## src/rtl/vending_dispense_ctrl.sv

```systemverilog
// Output-side sequencer for the vending machine: queues sale events and plays each
// one out as timed drink-motor and change-hopper pulses, one event at a time.
module vending_dispense_ctrl #(
   parameter int MOTOR_CYC = 8,
   parameter int COIN_CYC  = 4,
   parameter int GAP_CYC   = 2,
   parameter int QDEPTH    = 4
) (
   input  logic       clk,
   input  logic       rst,
   input  logic       sell_i,
   input  logic [1:0] change_i,
   output logic       motor_o,
   output logic       hopper_o,
   output logic       coin_block_o,
   output logic       busy_o,
   output logic       done_o,
   output logic       drop_err_o
);

   localparam int AW      = $clog2(QDEPTH);
   localparam int CW      = AW + 1;
   localparam int MAX_AB  = (MOTOR_CYC > COIN_CYC) ? MOTOR_CYC : COIN_CYC;
   localparam int MAX_CYC = (MAX_AB > GAP_CYC) ? MAX_AB : GAP_CYC;
   localparam int TW      = $clog2(MAX_CYC) + 1;

   localparam logic [2:0] S_IDLE   = 3'd0;
   localparam logic [2:0] S_MOTOR  = 3'd1;
   localparam logic [2:0] S_HOPPER = 3'd2;
   localparam logic [2:0] S_GAP    = 3'd3;
   localparam logic [2:0] S_DONE   = 3'd4;

   logic [2:0]    fifo_mem [QDEPTH];
   logic [AW-1:0] rd_ptr, wr_ptr;
   logic [CW-1:0] count, count_nx;
   logic [2:0]    state, state_nx;
   logic [TW-1:0] tmr, tmr_nx;
   logic [1:0]    coin_cnt_r, coin_cnt_nx;
   logic [2:0]    head;
   logic          push, pop, accept, drop;

   assign head   = fifo_mem[rd_ptr];
   assign push   = sell_i | (change_i != 2'd0);
   assign pop    = (state == S_IDLE) && (count != '0);
   // A full queue still takes a push when its head leaves in the same cycle.
   assign accept = push && ((count != CW'(QDEPTH)) || pop);
   assign drop   = push && !accept;
   assign count_nx = count + CW'(accept) - CW'(pop);

   always_comb begin
      // NOTE: every signal assigned here gets a default first, so no path can infer a latch.
      state_nx    = state;
      tmr_nx      = tmr;
      coin_cnt_nx = coin_cnt_r;
      case (state)
         S_IDLE: begin
            if (pop) begin
               coin_cnt_nx = head[1:0];
               if (head[2]) begin
                  state_nx = S_MOTOR;
                  tmr_nx   = TW'(MOTOR_CYC - 1);
               end else begin
                  state_nx = S_HOPPER;
                  tmr_nx   = TW'(COIN_CYC - 1);
               end
            end
         end
         S_MOTOR: begin
            if (tmr == '0) begin
               state_nx = S_GAP;
               tmr_nx   = TW'(GAP_CYC - 1);
            end else begin
               tmr_nx = tmr - TW'(1);
            end
         end
         S_HOPPER: begin
            if (tmr == '0) begin
               coin_cnt_nx = coin_cnt_r - 2'd1;
               state_nx    = S_GAP;
               tmr_nx      = TW'(GAP_CYC - 1);
            end else begin
               tmr_nx = tmr - TW'(1);
            end
         end
         S_GAP: begin
            if (tmr == '0) begin
               if (coin_cnt_r != 2'd0) begin
                  state_nx = S_HOPPER;
                  tmr_nx   = TW'(COIN_CYC - 1);
               end else begin
                  state_nx = S_DONE;
                  tmr_nx   = '0;
               end
            end else begin
               tmr_nx = tmr - TW'(1);
            end
         end
         S_DONE: begin
            state_nx = S_IDLE;
            tmr_nx   = '0;
         end
         default: begin
            state_nx = S_IDLE;
            tmr_nx   = '0;
         end
      endcase
   end

   // NOTE: state registers use non-blocking assignments so every flop samples pre-edge values.
   always_ff @(posedge clk) begin
      if (rst) begin
         rd_ptr       <= '0;
         wr_ptr       <= '0;
         count        <= '0;
         state        <= S_IDLE;
         tmr          <= '0;
         coin_cnt_r   <= '0;
         motor_o      <= 1'b0;
         hopper_o     <= 1'b0;
         coin_block_o <= 1'b0;
         busy_o       <= 1'b0;
         done_o       <= 1'b0;
         drop_err_o   <= 1'b0;
      end else begin
         rd_ptr       <= rd_ptr + AW'(pop);
         wr_ptr       <= wr_ptr + AW'(accept);
         count        <= count_nx;
         state        <= state_nx;
         tmr          <= tmr_nx;
         coin_cnt_r   <= coin_cnt_nx;
         // Drives are decoded from the next state so they line up with the state they belong to.
         motor_o      <= (state_nx == S_MOTOR);
         hopper_o     <= (state_nx == S_HOPPER);
         done_o       <= (state_nx == S_DONE);
         drop_err_o   <= drop;
         coin_block_o <= (count_nx >= CW'(QDEPTH - 1));
         busy_o       <= (state_nx != S_IDLE) || (count_nx != '0);
      end
   end

   // NOTE: queue storage is deliberately not reset; the pointers and count define which entries are live.
   always_ff @(posedge clk) begin
      if (accept) fifo_mem[wr_ptr] <= {sell_i, change_i};
   end

endmodule

```

## config.mk

```make
export PLATFORM = sky130hd
export DESIGN_NAME = vending_dispense_ctrl
export DESIGN_NICKNAME = d
export VERILOG_FILES = /design/src/rtl/vending_dispense_ctrl.sv
export SDC_FILE = /design/constraint.sdc
export NUM_CORES = 1
export LEC_CHECK = 0
export CAP_MARGIN = 20
export CORE_MARGIN = 2
export CORE_UTILIZATION = 50
export DETAILED_ROUTE_END_ITERATION = 7
export PLACE_DENSITY = 0.7
export SLEW_MARGIN = 20
export SYNTH_ARGS = -nofsm -noshare
export SYNTH_HDL_FRONTEND = slang
export SYNTH_SLANG_ARGS = --single-unit
```

## constraint.sdc

```tcl
create_clock -name clk -period 3.2 [get_ports clk]
set_clock_uncertainty 0.15 [all_clocks]
set_input_delay 0.64 -clock clk [delete_from_list [all_inputs] [get_ports clk]]
set_output_delay 0.64 -clock clk [all_outputs]
set_load 0.03 [all_outputs]
```

==> results of run 1 <==
layer usage:
| metal | routed length (µm) | vias to the layer above | GRT usage |
|---|---|---|---|
| met5 | 0 | - | 0 |
| met4 | 29 | 0 | 0.0870 |
| met3 | 160 | 4 | 0.0725 |
| met2 | 1500 | 33 | 0.311 |
| met1 | 1390 | 559 | 0.256 |
| li1 | - | 558 | - |
logic make-up (layout without fill, tap and decap cells):
| logic type | count (synthesis) | in the layout | synth area share |
|---|---|---|---|
| and+or+nand+nor | 50 | 50 | 0.188 |
| muxes | 4 | 4 | 0.0511 |
| DFF | 34 | 34 | 0.503 |
| adders and majority gates | 8 | 8 | 0.0676 |
| buffers and inverters | 13 | 36 | 0.0361 |
| AOI/OAI and AO/OA | 26 | 26 | 0.127 |
| xor gates and xnor gates | 5 | 5 | 0.0275 |
repair_timing:
item                                    4_1_cts  5_1_grt
hold buffers                                  0        0
gates resized for setup                       0        1
endpoints found under the setup margin        0        1
cells in the mapped netlist, types with 3 or more instances:
cell type / number
nor2b_1: 4
nor2_1: 16
dfxtp_1: 22
xnor2_1: 3
ha_1: 7
nor3_1: 7
edfxtp_1: 12
a21oi_1: 4
mux4_2: 3
nand2_1: 4
a211oi_1: 3
inv_1: 8
per-stage QoR:
stage | TNS [ps] | hold slack (ps) | cell area [µm²] | power [mW] | instances
2_1_floorplan | 0 | 332 | 1590 | 1.51 | 140
3_3_place_gp | -104 | 397 | 1790 | 1.76 | 199
3_5_place_dp | -251 | 411 | 1790 | 1.81 | 199
4_1_cts | 0 | 428 | 1840 | 2.03 | 207
5_1_grt | 0 | 447 | 1850 | 2.19 | 207
6_report | 0 | 423 | 1850 | 2.03 | 207
sequential cells by signal, summed over array words and instances (netlist names):
name and flops:
fifo_mem 12, busy_o 1, state 3, rd_ptr 2
drop_err_o 1, coin_cnt_r 2, tmr 4, count 3
motor_o 1, done_o 1, wr_ptr 2, hopper_o 1
coin_block_o 1
worst reg2reg max path, stage by stage (launching register included):
cell and delay [ps]:
dfxtp_1 390, or3_4 440, nand3_1 130, o31ai_1 110, ha_1 280, inv_1 60, ha_1 130, inv_1 50
fa_1 380, xor2_1 160, xnor2_1 200, nand3b_1 100, o41a_1 300
where the power goes:
part           switching (mW)  internal, mW  leakage [nW]  total, mW
clock                   0.137        0.0824        0.0297      0.219
sequential              0.111         0.588         0.293      0.699
combinational           0.599         0.517         0.370       1.12
worst paths after layout:
path	to	from	slack [ps]	cells after the start
worst min-delay path	coin_cnt_r[1]$_SDFFE_PP0P_	coin_cnt_r[1]$_SDFFE_PP0P_	420	2
worst max-delay path	busy_o$_SDFF_PP0_	change_i[1]	190	11
worst max register to register	busy_o$_SDFF_PP0_	state[1]$_SDFF_PP0_	240	12
worst min register to register	coin_cnt_r[1]$_SDFFE_PP0P_	coin_cnt_r[1]$_SDFFE_PP0P_	420	2
cell usage in the layout (no fill, tap or decap), types with 2 or more instances in the layout:
| cell | Yosys | final |
|---|---|---|
| a21oi_1 | 4 | 4 |
| nor3b_1 | 2 | 2 |
| nand2b_1 | 2 | 2 |
| clkdlybuf4s50_1 | 0 | 10 |
| edfxtp_1 | 12 | 12 |
| nand2_1 | 4 | 4 |
| nor4b_1 | 2 | 2 |
| o21ai_0 | 2 | 2 |
| xnor2_1 | 3 | 3 |
| dfxtp_1 | 22 | 22 |
| ha_1 | 7 | 7 |
| nor2b_1 | 4 | 4 |
| mux4_2 | 3 | 3 |
| buf_4 | 0 | 9 |
| nor3_1 | 7 | 7 |
| nand3b_1 | 2 | 2 |
| a21o_1 | 2 | 2 |
| clkbuf_4 | 0 | 5 |
| inv_1 | 8 | 8 |
| xor2_1 | 2 | 2 |
| nor2_1 | 16 | 16 |
| a211oi_1 | 3 | 3 |
| o211ai_1 | 2 | 2 |
final cells by class:
type,instances,area share
clock buffers,6,0.0224
multi-input cells,93,0.400
flip-flops and latches,34,0.434
clock inverters,2,0.00474
repair buffers,19,0.0908
inverters,9,0.0183
well taps,44,0.0298
==> impl_metrics.yaml, run 1 <==
floorplan:
  initial_core_util: 0.522
  row_count: 20
  dieArea_um2: 3650
  core-area_um2: 3050
  die_h_um: 60.4
  fp.dieW_um: 60.4
  num_io_pins: 11
final_layout:
  diodes: 0
  seqCellArea_um2: 801
  multi_input_area_um2: 739
  fill_cells: 264
  fin_nets: 175
  drive_gt1_frac: 0.178
  fin_util: 0.605
  syn_to_final_growth_pct: 15.9
logic_synthesis:
  synth_top_area_share: 0.277
  synth.avg_cell_area_um2: 11.4
  ys_seq_area_frac: 0.503
  synth_nets: 153
  yosys_most_used_dff: "dfxtp_1"
  synthCells: 140
  synth.area.top_cells: "dfxtp_1 (28%), edfxtp_1 (23%), ha_1 (5.5%)"
  synth_area_um2: 1590
  synth.largest_area_cell: "dfxtp_1"
  synth_enable_flop_cells: 12
  ys_types: 49
  synth_seq_cells: 34
  async_flop_share: 0
  yosysWarnings: 0
place:
  pre_cts_slack_ps: -153
  place_hpwl_um: 2310
  gp_congestion: 0.854
  portBuffers: 10
timing:
  setup_viol: 0
  slew_violations: 0
  hold_viol_final: 0
  max-slew-margin-rel: 0.484
  min_period_over_period: 0.940
  timing.final.ws_setup_ps: 192
  clock.fmax_mhz: 332
  fin_crit_ps: 3010
  tightest_slew_ps: 771
  rsz0062_at_grt: "false"
setup_path:
  critPathKind: "in -> reg"
  required_ps: 3280
  path_delay_family: "adder cells"
  slowest_stage: "clkdlybuf4s50_1"
  crit_chain: "clkdlybuf4s50_1, o31ai_1, ha_1, inv_1, ha_1, inv_1, fa_1, xor2_1, xnor2_1, nand3b_1, o41a_1"
  crit_fanout: 2
  worst_setup_path_start_kind: "primary input"
  critPathCaptureType: "register"
  critPathBufInv: 3
  slowest_delay_ps: 440
  crit_arrival_ps: 3090
clock_network:
  cts_tree: "done"
  cts-root-buf: "clkbuf_4"
  htree_levels: 2
  clock_sinks: 34
  clock_path_buffers: 2
  post_cts_buffers: 0
  numCtsBuffers: 5
  clk_latency_ps: 330
  clkTransAtPathRegs_ps: 100
min_path:
  hp-class: "reg -> reg"
global_route:
  first_global_vias: 1034
  grt_max_degree: 21
  grt_use_total: 0.201
  antenna_found_initial: 0
  overflow: 0
  grt_pass1_wl_um: 5070
pwr:
  p_leak_nw: 0.693
  powerDensity_nw_per_um2: 1100
  vdd_drop_max_v: 0.000520
drt:
  routed_wl_um: 3090
  routed_via_density: 5.57
  vias: 1154
  firstDrtPassIters: 4
  ant_nets: 0
  drtIter0Drc: 54
  wl_per_cell_um: 14.9
  drc: 0
outcome:
  outcome: "finished, final reports clean"
run:
  max-cap-violations: 0
(Power assumes the default switching activity.)
==> run 2: changes to the inputs <==
- CORE_MARGIN: 2 -> default
==> run 2 against run 1 <==
Clock power up 38%. Sequential power is 0.6% higher. Setup slack worse by 8.5 ps. Maximum frequency down 0.28%. Global-route usage rose by 1.7 points. First-iteration DRC count is 31% higher.
==> impl_metrics.yaml, run 2 (synthesized netlist as in run 1, its figures left out) <==
floorplan:
  die_h_um: 58.4
  core-area_um2: 3030
  initial_core_util: 0.526
  fp.dieW_um: 58.4
  row_count: 20
  num_io_pins: 11
  dieArea_um2: 3420
pwr:
  p_sw_mw: 0.859
  powerDensity_nw_per_um2: 1130
  p_leak_nw: 0.708
  p_clk_frac: 0.142
  vdd_drop_max_v: 0.000602
  combPwrFrac: 0.528
  p_int_mw: 1.27
  sw_frac_of_total: 0.403
  pwr-share-seq: 0.330
place:
  gp_congestion: 0.834
  postPlaceCellArea_um2: 1800
  portBuffers: 10
  dp_cells: 200
  place_hpwl_um: 2360
clock_network:
  htree_levels: 2
  clk_latency_ps: 340
  cts_tree: "done"
  post_cts_buffers: 0
  cts-root-buf: "clkbuf_4"
  numCtsBuffers: 5
  clock_sinks: 34
  clock_path_buffers: 2
  clkTransAtPathRegs_ps: 100
setup_path:
  critPathKind: "in -> reg"
  required_ps: 3270
  reg2reg_slack_ps: 200
  crit_fanout: 2
  crit_arrival_ps: 3090
  reg2reg_from: "state[1]$_SDFF_PP0_"
  worst_setup_path_start_kind: "primary input"
  r2r-end: "busy_o$_SDFF_PP0_"
  critPathCaptureType: "register"
  ff2ff_path_depth: 12
timing:
  min_period_over_period: 0.943
  hold_viol_final: 0
  tightest_slew_ps: 531
  slew_violations: 0
  fin_crit_ps: 3020
  setup_viol: 0
  max-slew-margin-rel: 0.645
  holdWs_ps: 431
  rsz0062_at_grt: "false"
  clock.fmax_mhz: 332
final_layout:
  largestRegisters: "fifo_mem x12, tmr x4"
  largest_reg_flops: 12
  final_common_cell: "dfxtp_1"
  final_area_um2: 1880
  fin_util: 0.621
  stdcell_count: 208
  syn_to_final_growth_pct: 18.0
  mostFrequentLayoutCells: "dfxtp_1 (22), nor2_1 (16), edfxtp_1 (12)"
  drive_gt1_frac: 0.183
  fin_nets: 176
  top_register: "fifo_mem"
  diodes: 0
global_route:
  grt_pass1_wl_um: 5290
  first_global_vias: 1072
  antenna_found_initial: 0
  grt_use_total: 0.218
  overflow: 0
  grt_max_degree: 14
drt:
  wl_per_cell_um: 15.1
  routed_via_density: 5.56
  drc: 0
  drtIter0Drc: 71
  firstDrtPassIters: 4
  ant_nets: 0
  vias: 1157
  routed_wl_um: 3150
min_path:
  holdPathStages: 2
  min_delay_worst_endpoint: "tmr[1]$_SDFFE_PP0P_"
  hp-class: "reg -> reg"
  hp-start: "state[1]$_SDFF_PP0_"
run:
  max-cap-violations: 0
outcome:
  outcome: "finished, final reports clean"
[run 2: cell count changes in the layout (fill, tap and decap cells not counted)]
cell / previous run / this run
clkinv_2: 1 / 0
clkinv_1: 1 / 0
clkbuf_1: 1 / 2
bufinv_16: 0 / 1
buf_4: 9 / 10
[run 2: metal layers]
metal,vias up,global-route usage,part of all wire
met4,0,0.0714,0.012
met2,35,0.338,0.47
met5,-,0,0
li1,563,-,-
met1,553,0.292,0.46
met3,6,0.0681,0.063
[run 2: power by group through the flow]
stage,Sequential [mW],Clock [mW],Combinational (mW)
after floorplan,0.724,0,0.785
after global routing,0.721,0.327,1.24
after CTS,0.700,0.306,1.11
final,0.703,0.303,1.12
after global placement,0.697,0,1.07
after detailed placement,0.709,0,1.10
[run 2: through the flow]
step	setup TNS [ps]	setup WS, ps	total power, mW
floorplan	0	268	1.51
global placement	-101	-79.5	1.76
detailed placement	-270	-171	1.81
CTS	0	105	2.12
global route	0	58.1	2.29
finish	0	184	2.13
[run 2: final cells by class]
| cell class | instances | area [µm²] |
|---|---|---|
| Fill cell | 252 | 1150 |
| Sequential cell | 34 | 801 |
| Multi-Input combinational cell | 93 | 739 |
| Timing Repair Buffer | 20 | 175 |
| Tap cell | 44 | 55.1 |
| Clock buffer | 7 | 45.0 |
| Inverter | 9 | 33.8 |
| Clock inverter | 1 | 30.0 |
[run 2: critical path, cell delays in order]
cell	delay, ps
clkdlybuf4s50_1	440
o31ai_1	310
ha_1	290
inv_1	60
ha_1	130
inv_1	50
fa_1	380
xor2_1	160
xnor2_1	210
nand3b_1	100
o41a_1	310
[run 2: timing repair]
item | CTS | global route
hold buffers | 0 | 0
setup endpoints to repair | 0 | 1
gates resized for setup | 0 | 1
[run 2: worst max path at each step]
stage | start | to | slack (ps) | depth (start not counted)
5_1_grt | state[1]$_SDFF_PP0_ | busy_o$_SDFF_PP0_ | 60 | 12
2_1_floorplan | change_i[1] | busy_o$_SDFF_PP0_ | 270 | 10
3_3_place_gp | change_i[1] | busy_o$_SDFF_PP0_ | -80 | 11
3_5_place_dp | change_i[0] | busy_o$_SDFF_PP0_ | -170 | 11
6_report | change_i[0] | busy_o$_SDFF_PP0_ | 180 | 11
4_1_cts | state[1]$_SDFF_PP0_ | busy_o$_SDFF_PP0_ | 100 | 12
